`config.mk`:
```
export PLATFORM = sky130hd
export DESIGN_NAME = xorn_frame_checksum_v
export DESIGN_NICKNAME = d
export VERILOG_FILES = /design/src/rtl/xorn_pkg.sv /design/src/rtl/xorn_word_v.sv /design/src/rtl/xorn_frame_checksum_v.sv
export SDC_FILE = /design/constraint.sdc
export NUM_CORES = 1
export LEC_CHECK = 0
export ABC_CLOCK_PERIOD_IN_PS = 2000
export BUFFER_PORTS_ARGS = -buffer_cell sky130_fd_sc_hd__buf_2
export CAP_MARGIN = 15
export CORE_UTILIZATION = 53
export DETAILED_ROUTE_END_ITERATION = 10
export GPL_TIMING_DRIVEN = 1
export HOLD_SLACK_MARGIN = 0.02
export PLACE_DENSITY = 0.79
export REMOVE_ABC_BUFFERS = 1
export SETUP_SLACK_MARGIN = 0.2
export SYNTH_ARGS = -nofsm -noshare
export SYNTH_HDL_FRONTEND = slang
export SYNTH_SLANG_ARGS = --single-unit
```
`constraint.sdc`:
```
create_clock -name i_clk -period 2 [get_ports i_clk]
set_input_delay 0.3 -clock i_clk [delete_from_list [all_inputs] [get_ports i_clk]]
set_output_delay 0.3 -clock i_clk [all_outputs]
set_load 0.05 [all_outputs]
```
`src/rtl/xorn_pkg.sv`:
```
// rtl/xorn_pkg.sv - shared state and mode encodings for the frame checksum block
//
// Purpose: state and mode encodings shared by the checksum top level and its bench.
// Ports:   none (package).
package xorn_pkg;

  typedef enum logic [1:0] {
    ST_IDLE  = 2'd0,
    ST_ACCUM = 2'd1,
    ST_DONE  = 2'd2
  } xorn_state_t;

  localparam logic MODE_XOR  = 1'b0;
  localparam logic MODE_XNOR = 1'b1;

endpackage : xorn_pkg

```
`src/rtl/xorn_word_v.sv`:
```
// rtl/xorn_word_v.sv - combinational word XOR with reduction parity
//
// Purpose: bitwise XOR of two WIDTH-bit words plus the XOR reduction of the result.
// Ports:
//   i_a   [WIDTH-1:0] first operand
//   i_b   [WIDTH-1:0] second operand
//   o_y   [WIDTH-1:0] i_a ^ i_b
//   o_red             ^o_y
module xorn_word_v #(
  parameter int WIDTH = 8
) (
  input  logic [WIDTH-1:0] i_a,
  input  logic [WIDTH-1:0] i_b,
  output logic [WIDTH-1:0] o_y,
  output logic             o_red
);

  always_comb begin
    o_y   = i_a ^ i_b;
    o_red = ^o_y;
  end

endmodule : xorn_word_v

```
`src/rtl/xorn_frame_checksum_v.sv`:
```
// rtl/xorn_frame_checksum_v.sv - streaming XOR/XNOR frame checksum with parity and word count
//
// Purpose: folds a frame of WIDTH-bit words into one XOR (or XNOR) checksum, reporting
//          the checksum parity, the saturating word count and an overflow flag.
// Ports:
//   i_clk, i_rst_n        clock, synchronous active-low reset
//   i_valid/o_ready       input word handshake; i_data word, i_last end of frame,
//                         i_mode (0 XOR, 1 XNOR) sampled on the first word
//   o_valid/i_ready       result handshake
//   o_sum, o_parity       checksum and its XOR reduction
//   o_count, o_ovf        words in frame (saturating at MAX_WORDS), overflow flag
module xorn_frame_checksum_v
  import xorn_pkg::*;
#(
  parameter  int WIDTH     = 8,
  parameter  int MAX_WORDS = 15,
  localparam int CW        = $clog2(MAX_WORDS + 1)
) (
  input  logic             i_clk,
  input  logic             i_rst_n,
  input  logic             i_valid,
  output logic             o_ready,
  input  logic [WIDTH-1:0] i_data,
  input  logic             i_last,
  input  logic             i_mode,
  output logic             o_valid,
  input  logic             i_ready,
  output logic [WIDTH-1:0] o_sum,
  output logic             o_parity,
  output logic [CW-1:0]    o_count,
  output logic             o_ovf
);

  xorn_state_t      state_q, state_d;
  logic [WIDTH-1:0] acc_q, acc_d;
  logic [CW-1:0]    count_q, count_d;
  logic             ovf_q, ovf_d;
  logic             mode_q, mode_d;

  logic             accept;
  logic [WIDTH-1:0] acc_next;
  logic             acc_red_unused;
  logic [WIDTH-1:0] mode_mask;

  // Accumulator update: running checksum folded with the incoming word.
  xorn_word_v #(.WIDTH(WIDTH)) u_acc_word (
    .i_a   (acc_q),
    .i_b   (i_data),
    .o_y   (acc_next),
    .o_red (acc_red_unused)
  );

  // Output stage: XOR with an all-ones mask implements the XNOR inversion, and the
  // same instance's reduction yields the parity of the presented checksum.
  assign mode_mask = {WIDTH{mode_q == MODE_XNOR}};

  xorn_word_v #(.WIDTH(WIDTH)) u_out_word (
    .i_a   (acc_q),
    .i_b   (mode_mask),
    .o_y   (o_sum),
    .o_red (o_parity)
  );

  assign o_ready = (state_q != ST_DONE);
  assign o_valid = (state_q == ST_DONE);
  assign o_count = count_q;
  assign o_ovf   = ovf_q;
  assign accept  = i_valid && o_ready;

  always_comb begin
    state_d = state_q;
    acc_d   = acc_q;
    count_d = count_q;
    ovf_d   = ovf_q;
    mode_d  = mode_q;
    case (state_q)
      ST_IDLE: begin
        if (accept) begin
          acc_d   = i_data;
          count_d = CW'(1);
          ovf_d   = 1'b0;
          mode_d  = i_mode;
          state_d = i_last ? ST_DONE : ST_ACCUM;
        end
      end
      ST_ACCUM: begin
        if (accept) begin
          acc_d = acc_next;
          // Count saturates at MAX_WORDS; overflow stays set until the next frame.
          if (count_q == CW'(MAX_WORDS)) begin
            ovf_d = 1'b1;
          end else begin
            count_d = count_q + CW'(1);
          end
          if (i_last) begin
            state_d = ST_DONE;
          end
        end
      end
      ST_DONE: begin
        // Result registers are left intact so they stay observable until the next frame.
        if (i_ready) begin
          state_d = ST_IDLE;
        end
      end
      default: state_d = ST_IDLE;
    endcase
  end

  always_ff @(posedge i_clk) begin
    if (!i_rst_n) begin
      state_q <= ST_IDLE;
      acc_q   <= '0;
      count_q <= '0;
      ovf_q   <= 1'b0;
      mode_q  <= MODE_XOR;
    end else begin
      state_q <= state_d;
      acc_q   <= acc_d;
      count_q <= count_d;
      ovf_q   <= ovf_d;
      mode_q  <= mode_d;
    end
  end

endmodule : xorn_frame_checksum_v

```
; ---- Word-level counts from Yosys, hierarchy flattened
; Index checks and enable logic that the tools add are counted.
[op_classes]
n_div = 0
n_lt_le_gt_ge = 0
n_mul = 0
n_reduce_logical = 9
n_eq_ne = 10
n_bitwise = 2
add_sub_neg = 1
mux = 17
shift = 0
[ops]
columns = cell, count
row1 = two-way mux 8 bit, 2
row2 = case mux 8 bit (2 select lines), 1
row3 = XOR 8 bit, 2
row4 = two-way mux 4 bit, 3
row5 = "inequality test 2 bit, second input constant", 6
row6 = AND reduction 4 bit, 3
row7 = two-way mux 2 bit, 5
row8 = case mux 4 bit (2 select lines), 1
row9 = parity 8 bit, 1
row10 = case mux 2 bit (3 select lines), 1
row11 = "adder 4 x 1 -> 4 bit, second input constant", 1
row12 = "equality test 4 bit, second input constant", 1
row13 = two-way mux 1 bit, 3
row14 = AND reduction 3 bit, 1
row15 = "equality test 2 x 1 -> 1 bit, second input constant", 1
row16 = "equality test 2 bit, second input constant", 1
row17 = logical NOT 2 bit, 1
row18 = "inequality test 2 x 1 -> 1 bit, second input constant", 1
row19 = case mux 1 bit (2 select lines), 1
row20 = AND reduction 2 bit, 1
row21 = nonzero test 2 bit, 1
row22 = logical AND 1 bit, 1
[totals]
memories = 0
mem_bits_rw = 0
rom_bits = 0
inputBits = 14
output_inout_bits = 16
register_bits = 16
latchBits = 0

; ---- Depth between registers and ports, before layout
; Gate-level depths: netlist of the first run.
[logic_depth]
ltp_word = 4
depth_mapped = 4
mapped_depth_nobuf = 4

; ---- Modules after synthesis
; From an unflattened synthesis of the first run, not the netlist that was laid out.
[unflattened]
cells_unflattened = 109
area_unflattened_um2 = 1043.5
[by_module_without_submodules]
columns = module, area_per_inst_um2, instances, cells_per_inst
row1 = xorn_frame_checksum_v, 738.2, 1, 81
row2 = xorn_word_v, 152.6, 2, 14

; ---- Least setup slack after synthesis of the first run
; No wires, ideal clock.
[synth_path]
path_type = reg-to-output
start = register acc_q[7]
end = output o_parity
arrival_time_ps = 1495
n_path_buf = 0
path_slack_ps = 205
stages_incl_launch_ff = 4
required_ps = 1700
cell_sequence = dfxtp_1 -> xor2_1 -> xnor2_1 -> xnor2_1
[synth_between]
elab_chain_len = 2
[synth_rtl]
columns = element, line
row1 = start: declaration, xorn_frame_checksum_v.sv:35  ; logic [WIDTH-1:0] acc_q, acc_d;
row2 = start signal: assignment, xorn_frame_checksum_v.sv:113  ; acc_q <= '0;
row3 = start signal: assignment, xorn_frame_checksum_v.sv:119  ; acc_q <= acc_d;
row4 = XOR 8 bit, xorn_word_v.sv:19  ; o_y = i_a ^ i_b;
row5 = parity 8 bit, xorn_word_v.sv:20  ; o_red = ^o_y;
row6 = end: declaration, xorn_frame_checksum_v.sv:29  ; output logic o_parity,
; No other way between the ends.

; ---- Worst setup path in the final report of the first run
[layout_path]
start = register acc_q[5]
end = output o_parity
; The elaborated chain is that of the path after synthesis.

==> reports/qor.yml, run 1 <==
worst_hold_path:
  min_path_type: "input port to flop"
  holdPathStages: 3
  hold_path_end: "acc_q[1]"
  min-delay-start: "i_data[1]"
clock_tree:
  clockBufferDepth: 2
  numCtsBuffers: 3
  clk_pin_slew_ns: 0.09
  clock_latency_ns: 0.28
  htree_num_levels: 1
  postCtsSetupBuffers: 0
  clkSinkCount: 16
  hold_buffers: 0
  clock-root-buffer: "clkbuf_4"
  tritoncts: "yes"
placement:
  io_buffers: 29
  dp.cells: 168
  gp_congestion: 0.711
synthesis:
  syn_inst: 121
  synth_top_area_share: 0.327
  ys_seq_area_frac: 0.327
  syn-cell-area_um2: 978
  synth.distinct_cells: 28
  ys_top_cells_by_area: "dfxtp_1 33%, nor2b_1 10%, xor2_1 8.1%, o21ai_0 7.7%, a21oi_1 6.1%"
  ys.warnings.count: 0
  ys_ff_latch: 16
  syn_avg_cell_area_um2: 8.09
  synth_top_area_cell: "dfxtp_1"
sta:
  period_share: 0.855
  fmax_ghz: 0.585
  finalSetupViolCount: 0
  slew_headroom: 0.655
  slew_violations: 0
  rsz0062_at_grt: "false"
  worst_pin_slew_ns: 0.516
  worst_clock_skew_ns: 0.00501
  hold_violations: 0
  finalSetupTns_ns: 0
  whs_ns: 0.283
  post-route-min-period_ns: 1.71
finish:
  nets: 163
  final_cells: 171
  fill_cells: 176
  antennaDiodeCount: 0
  final_util: 0.668
  area.sequential_um2: 324
  multi_input_area_um2: 609
  syn_to_final_growth_pct: 17.9
  drive_gt1_frac: 0.260
power_and_ir_drop:
  combinationalPowerShare: 0.384
  internal-power_mw: 0.519
  power.total_mw: 0.872
  p_switching_mw: 0.352
  power_density_mw_per_mm2: 755
  p_seq_frac: 0.428
  ir_drop_v: 0.000464
  pwr-share-clk: 0.188
  leakagePower_nw: 0.527
  swShare: 0.404
run:
  maxCapViolCount: 0
setup_path:
  worst-endpoint-required_ns: 1.70
  path_max_fanout: 5
  reg2reg_to: "acc_q[5]"
  r2r_cells: 3
  arrival_ns: 1.41
  crit_path_end_kind: "primary output"
  r2r_setup_slack_ns: 0.69
  startpoint_type: "flop"
  crit_start: "acc_q[5]"
  crit_type: "flop to primary output"
  timing.rr.start: "state_q[1]"
drt:
  dr_wl_met3_um: 90
  firstDrtPassIters: 4
  drcViolationCount: 0
  drt_iter0_markers: 10
  drt-met1-wl_um: 919
  wl_met2_um: 1110
  via_per_inst: 5.51
  highest_layer: "met4"
  wirelength_um: 2130
  postRouteAntennaNets: 0
  routedWlPerCell_um: 12.5
  vias: 943
die:
  start_util: 0.567
  dieArea_mm2: 0.00202
  fp.dieW_um: 45.0
  io_pins: 30
  die_h_um: 45.0
  rows: 15
  coreArea_mm2: 0.00173
global_route:
  grt_pass1_vias: 779
  grt.total_usage: 0.231
  antenna_found_initial: 0
  grt_start_max_net_pins: 16
  grt_pass1_wl_um: 3390
  overflow: 0
outcome:
  status: "finished clean"
-- worst max path at each step --
stage          cells past startpoint    endpoint  slack (ns)
6_report                           4    o_parity        0.29
5_1_grt                            4    o_parity        0.21
4_1_cts                            4    o_parity        0.23
3_5_place_dp                       4    o_parity        0.54
3_3_place_gp                       3  o_count[0]        0.56
2_1_floorplan                      3    o_parity        0.21
-- through the flow --
stage          setup slack (ns)  area, um2
2_1_floorplan             0.205        941
3_3_place_gp              0.565       1120
3_5_place_dp              0.539       1120
4_1_cts                   0.229       1150
5_1_grt                   0.205       1150
6_report                  0.291       1150
-- power by group through the flow --
stage / logic (mW) / registers, mW / clock network, mW
detailed placement: 0.329 / 0.380 / 0
CTS: 0.330 / 0.372 / 0.170
floorplan: 0.247 / 0.382 / 0
finish: 0.335 / 0.373 / 0.163
global placement: 0.325 / 0.377 / 0
global route: 0.357 / 0.378 / 0.186
-- synthesized netlist by cell type --
cell type	count
clkbuf_1	2
o21a_1	1
nor2b_1	16
buf_2	5
o22a_1	1
nor4b_2	1
xor2_1	9
clkbuf_2	1
a31oi_1	1
nor2_1	2
o21ai_0	15
and2b_1	1
o21ai_1	3
a211oi_1	2
nand3_1	3
ha_1	1
a41oi_1	1
and3_1	2
a21oi_1	12
dfxtp_1	16
o221a_2	1
xnor2_1	6
and2_1	1
nand2_1	4
nand2b_1	2
o22ai_1	1
nor3b_1	8
inv_1	3
-- cells in the final DEF, fill, tap and decap left out --
cell / netlist / final
nor3b_1: 8 / 8
xnor2_1: 6 / 6
dfxtp_1: 16 / 13
o21a_1: 1 / 1
buf_4: 0 / 1
nand2_1: 4 / 4
nor2_1: 2 / 2
nand2b_1: 2 / 2
o22ai_1: 1 / 1
ha_1: 1 / 1
o21ai_1: 3 / 3
clkbuf_4: 0 / 4
a211oi_1: 2 / 2
nand3_1: 3 / 3
and2_1: 1 / 1
o22a_1: 1 / 1
nor4b_2: 1 / 1
nor2b_1: 16 / 16
o221a_2: 1 / 1
o21ai_0: 15 / 15
inv_1: 3 / 3
xor2_1: 9 / 9
and3_1: 2 / 2
and2b_1: 1 / 1
buf_2: 5 / 28
a31oi_1: 1 / 1
a21oi_1: 12 / 12
dfxtp_2: 0 / 3
a41oi_1: 1 / 1
-- area by class of cell --
cell class | instances | area share
flip-flops and latches | 16 | 0.281
multi-input cells | 94 | 0.528
clock buffers | 3 | 0.0195
repair buffers | 30 | 0.134
inverters | 3 | 0.00976
well taps | 25 | 0.0271
-- critical path, cell delays in order, from the launching register on --
cell,delay [ns]
dfxtp_1,0.43
xnor2_1,0.16
xnor2_1,0.16
xnor2_1,0.14
clkbuf_4,0.25
-- what timing repair did --
| action | in CTS | in global routing |
|---|---|---|
| hold endpoints to repair | 0 | 0 |
| endpoints found under the setup margin | 0 | 2 |
| gates resized for setup | 0 | 4 |
-- per-layer routing --
metal | GRT usage | up-vias
li1 | - | 473
met1 | 0.267 | 443
met2 | 0.420 | 25
met3 | 0.0520 | 2
met4 | 0.0667 | 0
met5 | 0 | -
-- flip-flops by register name, summed over array words and instances (netlist names) --
signal / flops
mode_q: 1
acc_q: 8
o_ovf: 1
state_q: 2
o_count: 4
-- cell families (layout without fill, tap and decap cells) --
logic type / count (synthesis) / count (layout) / share of synthesized area
buf+inv: 11 / 36 / 0.0499
flops: 16 / 16 / 0.327
xor+xnor: 15 / 15 / 0.134
compound gates: 38 / 38 / 0.219
fa+ha+maj: 1 / 1 / 0.0128
simple gates: 40 / 40 / 0.257
No activity file was read; power rests on OpenSTA's default activity.
==> inputs of run 2 (changes only) <==
ABC_AREA = 1   (was default)
==> run 2 against run 1 <==
Net effect: worst hold slack worse by 0.065 ns; flip-flop and latch count unchanged; first-iteration DRC count up 90%; sequential power down 3%; non-clock buffer count up 3; clock skew down 0.0045 ns; combinational power up 9.0%; critical endpoint unchanged.
==> reports/qor.yml, run 2 <==
outcome:
  status: "finished clean"  # unchanged
drt:
  postRouteAntennaNets: 0  # unchanged
  drt_iter0_markers: 19  # was 10
  firstDrtPassIters: 4  # unchanged
  routedWlPerCell_um: 11.4  # was 12.5 um
  drcViolationCount: 0  # unchanged
  vias: 1084  # was 943
  wirelength_um: 2390  # was 2130 um
  via_per_inst: 5.19  # was 5.51
finish:
  largest-register: "acc_q"  # unchanged
  stdcell_area_mm2: 0.00123  # was 0.00115 mm2
  syn_to_final_growth_pct: 25.5  # was 17.9%
  largest_register_ffs: 8  # unchanged
  final_cell_mix: "33 x nand2_1, 28 x buf_2, 20 x inv_1, 15 x nor2_1, 13 x a21oi_1"  # was 28 x buf_2, 16 x nor2b_1, 15 x o21ai_0, 13 x dfxtp_1, 12 x a21oi_1
  nets: 200  # was 163
  antennaDiodeCount: 0  # unchanged
  drive_gt1_frac: 0.293  # was 0.260
  final_common_cell: "nand2_1"  # was buf_2
die:
  dieArea_mm2: 0.00203  # was 0.00202 mm2
  start_util: 0.569  # was 0.567
  coreArea_mm2: 0.00173  # unchanged
  fp.dieW_um: 45.1  # was 45.0 um
  rows: 15  # unchanged
  io_pins: 30  # unchanged
  die_h_um: 45.1  # was 45.0 um
synthesis:
  synth_top_area_cell: "dfxtp_1"  # unchanged
  ys.warnings.count: 0  # unchanged
  synthXorXnorAreaFrac: 0.0713  # was 0.134
  synthAdderAreaFrac: 0.0127  # was 0.0128
  synthMostInstantiatedCell: "nand2_1"
  syn_inst: 150  # was 121
  synth.distinct_cells: 24  # was 28
  synthFlopType: "dfxtp_1"  # unchanged
  synth_top_family_by_area: "simple AND/OR/NAND/NOR gates"  # unchanged
  ys_ff_latch: 16  # unchanged
  ys_top_cells_by_area: "dfxtp_1 33%, nand2_1 14%, inv_1 8.8%, a21oi_1 6.6%, nor2_1 5.7%"  # was dfxtp_1 33%, nor2b_1 10%, xor2_1 8.1%, o21ai_0 7.7%, a21oi_1 6.1%
  synthTopCellsByCount: "36 x nand2_1, 23 x inv_1, 16 x dfxtp_1, 15 x nor2_1, 13 x a21oi_1"  # was 16 x dfxtp_1, 16 x nor2b_1, 15 x o21ai_0, 12 x a21oi_1, 9 x xor2_1
  syn_avg_cell_area_um2: 6.55  # was 8.09 um2
  synthSimpleGateAreaFrac: 0.340  # was 0.257
  ys_seq_area_frac: 0.326  # was 0.327
  async_flop_share: 0  # unchanged
  synth_top_area_share: 0.326  # was 0.327
  syn-cell-area_um2: 982  # was 978 um2
  synth_compound_area_frac: 0.124  # was 0.219
  synth-edff-count: 0  # unchanged
  synthMuxAreaShare: 0  # unchanged
sta:
  hold_violations: 0  # unchanged
  slew_violations: 0  # unchanged
  fmax_ghz: 0.578  # was 0.585 GHz
  whs_ns: 0.218  # was 0.283 ns
  period_share: 0.865  # was 0.855
  finalSetupViolCount: 0  # unchanged
  worst_pin_slew_ns: 0.294  # was 0.516 ns
  post-route-min-period_ns: 1.73  # was 1.71 ns
  fin_ws_ns: 0.269  # was 0.291 ns
  worst_clock_skew_ns: 0.000464  # was 0.00501 ns
  slew_headroom: 0.803  # was 0.655
  rsz0062_at_grt: "false"  # unchanged
placement:
  gp_congestion: 0.768  # was 0.711
  place_hpwl_um: 1700
  dpl_cell_area_mm2: 0.00114  # was 0.00112 mm2
  io_buffers: 29  # unchanged
  post-place-ws_ns: 0.421  # was 0.539 ns
global_route:
  overflow: 0  # unchanged
  grt_pass1_vias: 925  # was 779
  grt_start_max_net_pins: 16  # unchanged
  grt.total_usage: 0.243  # was 0.231
  grt_pass1_wl_um: 3660  # was 3390 um
  antenna_found_initial: 0  # unchanged
setup_path:
  r2r_setup_slack_ns: 0.71  # was 0.69 ns
  path_max_fanout: 5  # unchanged
  arrival_ns: 1.43  # was 1.41 ns
  crit_type: "flop to primary output"  # unchanged
  crit_path_end_kind: "primary output"  # unchanged
  startpoint_type: "flop"  # unchanged
  worst-endpoint-required_ns: 1.70  # about the same
power_and_ir_drop:
  power_density_mw_per_mm2: 764  # was 755 mW/mm2
  swShare: 0.409  # was 0.404
  pwr-share-clk: 0.227  # was 0.188
  p_seq_frac: 0.386  # was 0.428
  power.total_mw: 0.941  # was 0.872 mW
  p_switching_mw: 0.385  # was 0.352 mW
  internal-power_mw: 0.557  # was 0.519 mW
  combinationalPowerShare: 0.387  # was 0.384
  leakagePower_nw: 0.648  # was 0.527 nW
  ir_drop_v: 0.000415  # was 0.000464 V
run:
  maxCapViolCount: 0  # unchanged
clock_tree:
  hold_buffers: 0  # unchanged
  clk_pin_slew_ns: 0.09  # about the same
  clock-root-buffer: "clkbuf_4"  # unchanged
  htree_num_levels: 1  # unchanged
  numCtsBuffers: 3  # unchanged
  tritoncts: "yes"  # unchanged
  clock_latency_ns: 0.28  # about the same
  clkSinkCount: 16  # unchanged
  clockBufferDepth: 2  # unchanged
worst_hold_path:
  min_path_type: "input port to flop"  # unchanged
-- run 2: changes by cell type after synthesis, sizes merged, moves of 8 or more --
cell | before | now
nand2 | 4 | 38
inv | 3 | 25
nor2b | 16 | 0
nor2 | 2 | 16
o21ai | 18 | 4
nor3b | 8 | 0
-- run 2: through the flow --
step	utilization	setup TNS [ns]	instances
2_1_floorplan	-	-0.0278	147
3_3_place_gp	0.660	0	202
3_5_place_dp	0.660	0	202
4_1_cts	0.683	0	206
5_1_grt	0.714	0	209
6_report	0.714	0	209
-- run 2: what timing repair did --
item,4_1_cts,5_1_grt
setup endpoints to repair,1,1
gates cloned,0,0
resized for setup,2,14
pin swaps,0,4
setup buffers,0,3
-- run 2: final cells by class --
cell class | instances | area (um2)
timing repair buffer | 33 | 189
clock buffer | 4 | 36.3
fill | 168 | 494
multi-input combinational | 105 | 551
inverter | 26 | 97.6
tap | 25 | 31.3
sequential | 16 | 328
-- run 2: power by group through the flow --
stage                     Sequential (mW)  Combinational [mW]  Clock (mW)
after global routing                0.366               0.393       0.228
after floorplan                     0.373               0.247           0
after global placement              0.367               0.325           0
after detailed placement            0.368               0.332           0
final                               0.363               0.365       0.214
after CTS                           0.361               0.338       0.216
-- run 2: layer usage --
layer | vias to the layer above | wire length [um] | GRT usage
met3 | 4 | 64 | 0.0240
met2 | 27 | 1230 | 0.414
met1 | 506 | 1080 | 0.310
li1 | 547 | - | -
met5 | - | 0 | 0
met4 | 0 | 23 | 0.103
-- run 2: kinds of logic (layout without fill, tap and decap cells) --
group / after synthesis / in the layout
simple gates: 75 / 75
buf+inv: 29 / 63
compound gates: 21 / 21
flops: 16 / 16
xor+xnor: 8 / 8
fa+ha+maj: 1 / 1
-- run 2: critical path, cell delays in order, from the launching register on --
cell	delay [ns]
dfxtp_4	0.38
buf_6	0.12
nand2_2	0.04
nand2_1	0.06
nand2_2	0.08
nand2_1	0.05
nand2_1	0.08
nand3_1	0.07
nand2_1	0.10
buf_6	0.16
-- run 2: path summary, 6_finish.rpt --
path / startpoint / end / cells past startpoint
max: mode_q / o_parity / 9
min: i_last / state_q[0] / 2
max reg2reg: o_count[0] / o_count[2] / 6
min reg2reg: o_count[1] / o_count[1] / 2
